===== config.mk =====
export PLATFORM = sky130hd
export DESIGN_NAME = b10_vote_sink
export DESIGN_NICKNAME = d
export VERILOG_FILES = /design/src/rtl/b10_vote_sink.sv
export SDC_FILE = /design/constraint.sdc
export NUM_CORES = 1
export LEC_CHECK = 0
export ABC_CLOCK_PERIOD_IN_PS = 3590
export BUFFER_PORTS_ARGS = -buffer_cell sky130_fd_sc_hd__buf_2
export CORE_MARGIN = 2
export CORE_UTILIZATION = 55
export DETAILED_ROUTE_END_ITERATION = 12
export PLACE_DENSITY_LB_ADDON = 0.1
export SLEW_MARGIN = 20
export SYNTH_ARGS = -nofsm -noshare
export SYNTH_HDL_FRONTEND = slang
export SYNTH_SLANG_ARGS = --single-unit

===== constraint.sdc =====
create_clock -name clk -period 3.59 [get_ports clk]
set_clock_uncertainty 0.1 [all_clocks]
set_input_delay 0.1795 -clock clk [delete_from_list [all_inputs] [get_ports clk]]
set_output_delay 0.1795 -clock clk [all_outputs]
set_load 0.005 [all_outputs]

===== src/rtl/b10_vote_sink.sv =====
// Sink for the b10 voting controller's RTS/CTS port. It captures vote vectors into a FIFO,
// keeps a saturating tally per vote bit, and flags request timeouts.
module b10_vote_sink #(
    parameter int unsigned DEPTH   = 4,
    parameter int unsigned CNT_W   = 8,
    parameter int unsigned TIMEOUT = 15
) (
    input  logic             clk,
    input  logic             rst_n,
    input  logic             enable,
    input  logic             cts,
    input  logic [3:0]       v_out,
    output logic             rts,
    output logic [3:0]       data_out,
    output logic             data_valid,
    input  logic             data_ready,
    output logic             full,
    output logic [CNT_W-1:0] tally_0,
    output logic [CNT_W-1:0] tally_1,
    output logic [CNT_W-1:0] tally_2,
    output logic [CNT_W-1:0] tally_3,
    input  logic             clear_tally,
    output logic             timeout_err
);

    localparam int unsigned PW = $clog2(DEPTH);
    localparam int unsigned TW = (TIMEOUT > 1) ? $clog2(TIMEOUT) : 1;
    localparam logic [PW:0] DepthC = (PW + 1)'(DEPTH);
    localparam logic [TW-1:0] TmoLast = TW'((TIMEOUT > 0) ? TIMEOUT - 1 : 0);
    localparam logic [CNT_W-1:0] TallyMax = '1;

    typedef enum logic [1:0] {
        StIdle,
        StReq,
        StRel
    } state_e;

    state_e           state_q, state_d;
    logic [TW-1:0]    tmo_q, tmo_d;
    logic [3:0]       mem_q [DEPTH];
    logic [PW-1:0]    wr_q, rd_q;
    logic [PW:0]      cnt_q;
    logic [CNT_W-1:0] tally_q [4];
    logic [CNT_W-1:0] tally_d [4];
    logic             err_q, err_d;
    logic             push, pop, tmo_hit;

    assign push    = (state_q == StReq) && cts;
    assign pop     = (cnt_q != '0) && data_ready;
    // Expiry counts only on a cycle without CTS, so a late CTS still wins.
    assign tmo_hit = (TIMEOUT != 0) && (state_q == StReq) && !cts && (tmo_q == TmoLast);

    always_comb begin
        state_d = state_q;
        tmo_d   = tmo_q;
        unique case (state_q)
            StIdle: begin
                if (enable && (cnt_q < DepthC)) begin
                    state_d = StReq;
                    tmo_d   = '0;
                end
            end
            StReq: begin
                if (cts) begin
                    state_d = StRel;
                end else if (tmo_hit || !enable) begin
                    state_d = StIdle;
                end else begin
                    tmo_d = tmo_q + 1'b1;
                end
            end
            StRel: begin
                if (!cts) begin
                    state_d = StIdle;
                end
            end
            default: state_d = StIdle;
        endcase
    end

    always_ff @(posedge clk or negedge rst_n) begin
        if (!rst_n) begin
            state_q <= StIdle;
            tmo_q   <= '0;
        end else begin
            state_q <= state_d;
            tmo_q   <= tmo_d;
        end
    end

    always_ff @(posedge clk or negedge rst_n) begin
        if (!rst_n) begin
            for (int i = 0; i < DEPTH; i++) begin
                mem_q[i] <= '0;
            end
            wr_q  <= '0;
            rd_q  <= '0;
            cnt_q <= '0;
        end else begin
            if (push) begin
                mem_q[wr_q] <= v_out;
                wr_q        <= wr_q + 1'b1;
            end
            if (pop) begin
                rd_q <= rd_q + 1'b1;
            end
            case ({push, pop})
                2'b10:   cnt_q <= cnt_q + 1'b1;
                2'b01:   cnt_q <= cnt_q - 1'b1;
                default: cnt_q <= cnt_q;
            endcase
        end
    end

    always_comb begin
        for (int i = 0; i < 4; i++) begin
            tally_d[i] = tally_q[i];
            if (clear_tally) begin
                tally_d[i] = '0;
            end else if (push && v_out[i] && (tally_q[i] != TallyMax)) begin
                tally_d[i] = tally_q[i] + 1'b1;
            end
        end
        err_d = err_q;
        if (clear_tally) begin
            err_d = 1'b0;
        end else if (tmo_hit) begin
            err_d = 1'b1;
        end
    end

    always_ff @(posedge clk or negedge rst_n) begin
        if (!rst_n) begin
            for (int i = 0; i < 4; i++) begin
                tally_q[i] <= '0;
            end
            err_q <= 1'b0;
        end else begin
            for (int i = 0; i < 4; i++) begin
                tally_q[i] <= tally_d[i];
            end
            err_q <= err_d;
        end
    end

    assign rts         = (state_q == StReq);
    assign data_out    = mem_q[rd_q];
    assign data_valid  = (cnt_q != '0);
    assign full        = (cnt_q == DepthC);
    assign tally_0     = tally_q[0];
    assign tally_1     = tally_q[1];
    assign tally_2     = tally_q[2];
    assign tally_3     = tally_q[3];
    assign timeout_err = err_q;

endmodule


== Yosys cells after proc, flatten, opt, wreduce, memory -nomap -nowiden ==
Index checks and enable logic that the tools add are counted.

* Logic and storage cells: 98
* Input port bits: 10
* Flip-flop bits (word level): 62
* Output and inout port bits: 40

* Magnitude comparators: 4
* Muxes and demuxes: 26
* Reduce and logical (&&, ||, !) cells: 28
* Bitwise operators: 2
* Equality and inequality tests: 15
* Add/subtract/negate cells: 9

{| class="wikitable"
|+ Operators by type and width
! operator !! number
|-
| 8-bit two-way mux || 8
|-
| 8-bit by 1-bit adder with 8-bit output (second input constant) || 4
|-
| 8-bit != test (second input constant) || 4
|-
| 4-bit two-way mux || 6
|-
| 16-bit bitwise mux || 1
|-
| 1-bit logical AND || 14
|-
| 2-bit nonzero test || 7
|-
| 4-bit binary-select mux with 2-bit select || 1
|-
| 4-bit demux with 2-bit select || 1
|-
| 2-bit two-way mux || 4
|-
| 2-bit != test (second input constant) || 4
|-
| 4-bit one-hot mux with 2 select lines || 1
|-
| 3-bit greater-or-equal comparator (second input constant) || 2
|-
| 2-bit NOT with 3-bit output || 2
|-
| 2-bit one-hot mux with 3 select lines || 1
|-
| 3-bit one-hot mux with 2 select lines || 1
|-
| 2-bit by 1-bit adder with 2-bit output (second input constant) || 2
|-
| 4-bit by 1-bit adder with 4-bit output (second input constant) || 1
|-
| 2-bit by 1-bit equality test with 1-bit output (second input constant) || 2
|-
| 2-bit equality test (second input constant) || 2
|-
| 4-bit equality test (second input constant) || 1
|-
| 4-bit AND reduction || 1
|-
| 3-bit by 1-bit adder with 3-bit output (second input constant) || 1
|-
| 3-bit equality test (second input constant) || 1
|-
| other kinds (10) || 12
|}

== Logic depth before layout (Yosys ltp) ==
Gate-level depths: netlist (run 1).

* Depth after elaboration: 7
* Mapped depth: 10
* Mapped depth without buffers: 9

== Worst setup path before layout (run 1) ==
No wires, ideal clock.

* Kind: flip-flop to flip-flop
* Start point: register state_q[0]
* End point: register cnt_q[2]
* Path buffers: 1
* Period minus slack after synthesis: 2,108 ps
* Stages on the path, launching flop included: 11
* Arrival time: 1,928 ps
* Path slack: 1,482 ps
* Library setup time: 79 ps
* Required time: 3,411 ps
* Path through: dfrtp_1 and2b_1 and2_1 buf_6 inv_4 ha_1 inv_1 fa_1 xor2_1 nor2_1 xor2_1

* Word-level cells in the longest chain between the ends: 4
* Elaborated cells between the ends (all ways): 6
* Those cells by class: 3 x eq/ne; 1 x mux; 2 x reduce/logical

{| class="wikitable"
|+ Ends and longest elaborated chain
! what !! RTL line !! RTL
|-
| from (decl) || 38 || <nowiki>state_e state_q, state_d;</nowiki>
|-
| from (signal assigned) || 83 || <nowiki>state_q <= StIdle;</nowiki>
|-
| from (signal assigned) || 86 || <nowiki>state_q <= state_d;</nowiki>
|-
| 2-bit by 1-bit equality test with 1-bit output (*) || -- ||
|-
| net rts || 13 || <nowiki>output logic rts,</nowiki>
|-
| 1-bit logical AND (*) || 48 || <nowiki>assign push = (state_q == StReq) && cts;</nowiki>
|-
| 2-bit by 1-bit equality test with 1-bit output or 2-bit equality test (tied branches) || 107 || <nowiki>case ({push, pop})</nowiki>
|-
| 3-bit one-hot mux with 2 select lines or 2-bit nonzero test (tied branches) || -- ||
|-
| to (signal assigned) || 108 || <nowiki>2'b10: cnt_q <= cnt_q + 1'b1;</nowiki>
|-
| to (signal assigned) || 109 || <nowiki>2'b01: cnt_q <= cnt_q - 1'b1;</nowiki>
|-
| to (signal assigned) || 110 || <nowiki>default: cnt_q <= cnt_q;</nowiki>
|-
| to (decl) || 42 || <nowiki>logic [PW:0] cnt_q;</nowiki>
|}

The timed path passes the listed nets; every way through them passes the cells marked *.
A chain may end at the register's enable or synchronous reset.

== Worst setup path in the final report (run 1) ==
* Start point: register state_q[0]
* End point: register cnt_q[2]

* Word-level cells in the longest chain between the ends: 4
* Elaborated cells between the ends (all ways): 6
* Those cells by class: 3 x eq/ne; 1 x mux; 2 x reduce/logical

{| class="wikitable"
|+ Ends and longest elaborated chain
! what !! RTL line
|-
| 2-bit by 1-bit equality test with 1-bit output (*) || 48
|-
| 1-bit logical AND (*) || 48
|-
| 2-bit by 1-bit equality test with 1-bit output or 2-bit equality test (tied branches) || 107
|-
| 3-bit one-hot mux with 2 select lines or 2-bit nonzero test (tied branches) || --
|}

Every way passes the cells marked *; elsewhere a longest branch is shown, timed or not.

==> flow_metrics.env, run 1 <==
export IMPL_vdd_drop_max_uv=382
export IMPL_insertion_delay_ns=0.32
export IMPL_num_vias=2232
export IMPL_setup_violations=0
export IMPL_cts_root_buf="clkbuf_8"
export IMPL_num_antenna_cells=0
export IMPL_syn_nets=302
export IMPL_drc_errors=0
export IMPL_place_area_mm2=0.00344
export IMPL_cp_end_kind="flip-flop"
export IMPL_synth_edff_count=0
export IMPL_antenna_found_initial=0
export IMPL_rsz0062_at_grt="false"
export IMPL_area_growth_pct=16.0
export IMPL_design_area_mm2=0.00364
export IMPL_cts_buffers=9
export IMPL_dr_pass1_iters=4
export IMPL_relSlewSlack_pct=58.9
export IMPL_clockBufferDepth=2
export IMPL_portBuffers=49
export IMPL_holdWs_ns=0.0438
export IMPL_layout_commonest_cell="dfrtp_1"
export IMPL_slew_violations=0
export IMPL_top_usage_layer="met2"
export IMPL_hold_path_class="in -> reg"
export IMPL_cap_violations=0
export IMPL_async_flop_share_pct=100
export IMPL_die_h_um=79.5
export IMPL_post_cts_buffers=0
export IMPL_grt_usage_pct=20.2
export IMPL_grt_use_met2_pct=31.2
export IMPL_grtUsageMet3_pct=4.98
export IMPL_worst_slew_pin_transition_ns=0.616
export IMPL_grt_pass1_vias=2185
export IMPL_setup_slack_ns=1.36
export IMPL_min_period_ns=2.23
export IMPL_synth_flop_cell="dfrtp_1"
export IMPL_max_freq_ghz=0.449
export IMPL_finalSetupTns_ns=0
export IMPL_period_share_pct=62.1
export IMPL_synth_area_mm2=0.00314
export IMPL_cts_sinks=62
export IMPL_crit_required_ns=3.74
export IMPL_drtAntennaViolNets=0
export IMPL_met1_usage_pct=27.3
export IMPL_cts_tree="done"
export IMPL_worst_path_max_fanout=9
export IMPL_grt_ovfl_total=0
export IMPL_outcome="finished, final reports clean"
export IMPL_synth_cells=280
export IMPL_hold_viol=0
export IMPL_initial_core_util_pct=57.0
export IMPL_first_iter_violations=127
export IMPL_wl_per_cell_um=14.2
export IMPL_clk_transition_reported_paths_ns=0.06
export IMPL_htreeDepth=3
export IMPL_seq_area_frac_synth_pct=49.4
export IMPL_power_density_mw_per_mm2=553
export IMPL_start_kind="flip-flop"
export IMPL_core_mm2=0.00551
export IMPL_syn_avg_cell_area_um2=11.2
export IMPL_wirelength_um=5850
export IMPL_rows=27
export IMPL_p_leak_nw=1.79
export IMPL_p_total_mw=2.01
export IMPL_yosysWarnings=0
export IMPL_viasPerCell=5.43
export IMPL_grt_max_degree=45
export IMPL_fp_dieArea_mm2=0.00633
export IMPL_post_place_ws_ns=1.37
export IMPL_drive_above_1_share_pct=26.0
export IMPL_io_pins=50
export IMPL_synth_cell_types=46
export IMPL_arrival_ns=2.38
export IMPL_critical_path_class="reg -> reg"
export IMPL_final_nets=357
export IMPL_place_congestion=0.848
export IMPL_most_common_layout_cells="dfrtp_1 (62), buf_2 (49), nor2_1 (26)"
export IMPL_synth_seq_cells=62
export IMPL_die_w_um=79.5
export IMPL_hpwl_um=4090
export IMPL_grt_pass1_wl_um=9860
## layer usage
layer	vias to the layer above	part of all wire, %	wire length [um]
met5	-	0	0
met4	0	1.1	66
met3	8	3.5	206
met2	38	46	2710
met1	1086	49	2870
li1	1100	-	-
## cell type report
type | count | area (um^2)
timing repair buffer | 52 | 283
fill | 452 | 1870
sequential | 62 | 1550
clock buffer | 14 | 163
inverter | 12 | 47.5
tap | 72 | 90.1
clock inverter | 1 | 5.00
multi-input combinational | 198 | 1500
## cells in the mapped netlist (2+ instances only)
cell,instances,area (um^2)
o21ai_0,10,50.1
nor3_1,2,10.0
xnor2_1,6,52.6
o2bb2ai_1,2,17.5
nand2_1,15,56.3
and2_1,6,37.5
clkbuf_1,6,22.5
or3_1,6,37.5
and4b_1,3,30.0
inv_1,11,41.3
nand3b_1,3,22.5
mux2_2,16,180
o2111ai_1,3,26.3
nand2b_1,3,18.8
xor2_1,17,149
nor2_1,26,97.6
nand4_1,9,56.3
a21o_1,3,22.5
and3_1,7,43.8
a211oi_1,2,15.0
mux4_2,4,90.1
mux2i_1,6,60.1
ha_1,11,138
and2b_1,2,15.0
o211ai_1,5,37.5
dfrtp_1,62,1550
nand3_1,7,35.0
a21oi_1,9,45.0
## registers in the layout, indices dropped and copies added, names as in the netlist, 3 cells and up
name and cells:
mem_q 16, tmo_q 4, tally_0 8, tally_3 8
cnt_q 3, tally_2 8, tally_1 8
## through the flow
stage	util (%)	instances
final	66.1	411
after detailed placement	62.5	394
after global placement	62.5	394
after global routing	66.1	411
after CTS	65.7	410
after floorplan	-	280
## power breakdown
group,internal (mW),total [mW],switching (mW)
Clock,0.284,0.528,0.244
Sequential,0.851,0.974,0.123
Combinational,0.295,0.509,0.214
## logic make-up after synthesis
family	share of synthesized area [%]
muxes	11.0
buffers and inverters	2.75
xor gates and xnor gates	6.42
and+or+nand+nor	16.5
adders and majority gates	5.02
AOI/OAI and AO/OA	8.89
DFF	49.4
## worst max-delay path, cell delays in order, from the launching register on
cell	delay (ns)
dfrtp_1	0.45
and2b_1	0.21
and2_1	0.24
inv_4	0.12
ha_1	0.20
inv_1	0.06
fa_1	0.38
xor2_1	0.15
nor2_1	0.11
xor2_1	0.15
## path summary, 6_finish.rpt
kind                       slack [ns]         end       start  cells after the start
setup reg to reg                 1.36    cnt_q[2]  state_q[0]                      9
setup / recovery                 1.36    cnt_q[2]  state_q[0]                      9
max in group asynchronous        2.61    mem_q[0]       rst_n                      3
min in group asynchronous        0.20  tally_3[6]       rst_n                      2
hold / removal                   0.04  state_q[1]         cts                      2
hold reg to reg                  0.40    mem_q[6]    mem_q[6]                      1
## what timing repair did
action	in CTS	in global routing
hold endpoints to repair	43	0
gates resized for setup	0	0
hold buffers	1	0
Note: power is estimated with default switching activity, not from simulation.
==> run 2, diff against run 1 <==
--- a/config.mk
+++ b/config.mk
@@ -5,7 +5,8 @@
 export SDC_FILE = /design/constraint.sdc
 export NUM_CORES = 1
 export LEC_CHECK = 0
-export ABC_CLOCK_PERIOD_IN_PS = 3590
+export ABC_AREA = 1
+export ABC_CLOCK_PERIOD_IN_PS = 2100
 export BUFFER_PORTS_ARGS = -buffer_cell sky130_fd_sc_hd__buf_2
 export CORE_MARGIN = 2
 export CORE_UTILIZATION = 55
==> constraint.sdc (replaced) <==
create_clock -name clk -period 2.1 [get_ports clk]
set_clock_uncertainty 0.1 [all_clocks]
set_input_delay 0.105 -clock clk [delete_from_list [all_inputs] [get_ports clk]]
set_output_delay 0.105 -clock clk [all_outputs]
set_load 0.005 [all_outputs]
==> run 2 against run 1 <==
Compared with the run above:
- routed wire length rose by 28%
- setup slack got worse by 1.2 ns
- maximum frequency increased by 15%
- count of clock-buffer cells in the layout down 3
- die area increased by 7.8%
- first-iteration DRC count rose by 31%
- sequential power up 69%
- critical path type unchanged
- synthesized cell count up 51%
- critical path depth unchanged
- global-route usage is 4.1 points higher
- register-to-register slack worse by 1.2 ns
- via count increased by 33%
==> flow_metrics.env, run 2 <==
export IMPL_outcome="finished, final reports clean"
export IMPL_syn_nets=446
export IMPL_htreeDepth=3
export IMPL_hpwl_um=5260
export IMPL_start_kind="flip-flop"
export IMPL_dr_pass1_iters=4
export IMPL_most_common_layout_cells="nand2_1 (120), dfrtp_1 (62), buf_2 (49)"
export IMPL_place_congestion=0.811
export IMPL_synth_area_mm2=0.00340
export IMPL_relSlewSlack_pct=62.5
export IMPL_io_pins=50
export IMPL_cap_violations=0
export IMPL_viasPerCell=5.22
export IMPL_internal_power_mw=2.70
export IMPL_die_w_um=82.6
export IMPL_period_share_pct=92.3
export IMPL_holdPathStages=3
export IMPL_fp_dieArea_mm2=0.00682
export IMPL_hold_viol=0
export IMPL_initial_core_util_pct=57.0
export IMPL_hold_path_end="mem_q[15]"
export IMPL_die_h_um=82.6
export IMPL_synth_edff_count=0
export IMPL_seq_area_frac_synth_pct=45.7
export IMPL_insertion_delay_ns=0.34
export IMPL_largest_reg_flops=16
export IMPL_drtAntennaViolNets=0
export IMPL_syn_avg_cell_area_um2=8.01
export IMPL_hold_path_class="in -> reg"
export IMPL_core_mm2=0.00596
export IMPL_power_density_mw_per_mm2=986
export IMPL_p_leak_nw=2.11
export IMPL_regMostFlops="mem_q"
export IMPL_min_period_ns=1.94
export IMPL_clkPwrFrac_pct=32.6
export IMPL_drive_above_1_share_pct=19.2
export IMPL_finalSetupTns_ns=0
export IMPL_synth_commonest_cells="nand2_1 (120), dfrtp_1 (62), inv_1 (44)"
export IMPL_fin_util_pct=68.2
export IMPL_rows=28
export IMPL_grt_usage_pct=24.4
export IMPL_fillers=495
export IMPL_grt_pass1_wl_um=12600
export IMPL_sequentialPowerShare_pct=41.1
export IMPL_grt_ovfl_total=0
export IMPL_synth_top_area_share_pct=45.7
export IMPL_rr_worst_depth=9
export IMPL_pwr_share_comb_pct=26.3
export IMPL_reg2reg_to="cnt_q[2]"
export IMPL_crit_required_ns=2.22
export IMPL_first_iter_violations=167
export IMPL_switchingPower_mw=1.31
export IMPL_hp_start="v_out[3]"
export IMPL_switching_share_pct=32.7
export IMPL_synth_area_leaders="dfrtp_1 (46%), nand2_1 (13%), nand3_1 (5.7%), inv_1 (4.9%), o21ai_0 (4.9%)"
export IMPL_async_flop_share_pct=100
export IMPL_synth_cell_types=33
export IMPL_synth_seq_cells=62
export IMPL_clk_transition_reported_paths_ns=0.07
export IMPL_antenna_found_initial=0
export IMPL_grt_max_degree=27
export IMPL_area_growth_pct=19.6
export IMPL_critical_path_class="reg -> reg"
export IMPL_vdd_drop_max_uv=683
export IMPL_portBuffers=49
export IMPL_yosysMostFrequentCell="nand2_1"
export IMPL_cts_tree="done"
export IMPL_synth_cells=424
export IMPL_layout_commonest_cell="nand2_1"
export IMPL_yosysWarnings=0
export IMPL_setup_violations=0
export IMPL_slew_violations=0
export IMPL_cts_sinks=62
export IMPL_worst_path_max_fanout=3
export IMPL_arrival_ns=2.06
export IMPL_final_nets=511
export IMPL_num_vias=2971
export IMPL_num_antenna_cells=0
export IMPL_wl_per_cell_um=13.1
export IMPL_yosysTopAreaCell="dfrtp_1"
export IMPL_cts_buffers=9
export IMPL_synth_flop_cell="dfrtp_1"
export IMPL_cts_root_buf="clkbuf_8"
export IMPL_clockBufferDepth=2
export IMPL_max_freq_ghz=0.516
export IMPL_grt_pass1_vias=2791
export IMPL_drc_errors=0
export IMPL_cp_end_kind="flip-flop"
export IMPL_r2r_start="cnt_q[0]"
export IMPL_rrSetupSlack_ns=0.16
export IMPL_wirelength_um=7470
export IMPL_worst_slew_pin_transition_ns=0.562
## run 2: cell types whose count changed in the layout (fill, tap and decap cells not counted), moves of 6 or more
cell and change:
nand2_1 +105, inv_1 +33, nand3_1 +32, o21ai_0 +22, mux2_2 -16, nor2_1 +11, and3_1 -7, xor2_1 -7
and2_1 -6, or3_1 -6
## run 2: what timing repair did
action	CTS	global route
hold buffers	3	1
resized for setup	0	2
setup endpoints to repair	0	1
hold endpoints to repair	23	1
buffers inserted	0	1
## run 2: critical path: stages (launching register included)
cell	delay (ns)
dfrtp_1	0.37
inv_1	0.08
nand3_1	0.12
and2_4	0.17
ha_1	0.14
inv_1	0.07
fa_1	0.39
a21oi_1	0.15
o21ai_1	0.08
xor2_1	0.14
## run 2: final cells by class
cell class	instances	area, um^2	share of cell area [%]
Multi-Input combinational cell	309	1640	40.4
Tap cell	75	93.8	2.31
Inverter	48	185	4.56
Clock inverter	5	106	2.62
Timing Repair Buffer	59	343	8.44
Clock buffer	11	141	3.48
Sequential cell	62	1550	38.2
## run 2: worst max path at each step
| stage | start | endpoint | slack, ns |
|---|---|---|---|
| floorplan | cnt_q[0] | cnt_q[2] | 0.23 |
| global placement | cnt_q[0] | cnt_q[2] | 0.20 |
| detailed placement | cnt_q[0] | cnt_q[2] | 0.09 |
| CTS | cnt_q[0] | cnt_q[2] | 0.08 |
| global route | cnt_q[0] | cnt_q[2] | -0.04 |
| finish | cnt_q[0] | cnt_q[2] | 0.16 |
## run 2: per-stage QoR
step / hold WS (ns) / power (mW) / instance area, um^2 / instances / setup WS (ns)
after global placement: 0.0259 / 2.63 / 3760 / 548 / 0.200
final: 0.0296 / 4.01 / 4060 / 569 / 0.162
after detailed placement: 0.0301 / 2.68 / 3760 / 548 / 0.0905
after floorplan: -0.291 / 2.32 / 3400 / 424 / 0.229
after CTS: 0.00772 / 4.01 / 4040 / 567 / 0.0837
after global routing: 0.0514 / 4.28 / 4060 / 569 / -0.0449
## run 2: cells by family after synthesis
group / share of synthesized area, %
simple gates: 30.6
flops: 45.7
compound gates: 9.14
buf+inv: 6.04
xor+xnor: 3.61
fa+ha+maj: 4.64
mux: 0.295
## run 2: metal layers
layer  wire length (um)  GRT usage (%)  vias up
li1                   -              -     1505
met1               3450           32.1     1384
met2               3550           39.5       70
met3                327           4.02       12
met4                143           11.0        0
met5                  0              0        -
## run 2: power by group through the flow
| stage | sequential [mW] | clock (mW) | combinational [mW] |
|---|---|---|---|
| detailed placement | 1.66 | 0 | 1.02 |
| CTS | 1.64 | 1.33 | 1.04 |
| global route | 1.68 | 1.36 | 1.24 |
| floorplan | 1.60 | 0 | 0.728 |
| global placement | 1.65 | 0 | 0.977 |
| finish | 1.65 | 1.30 | 1.06 |
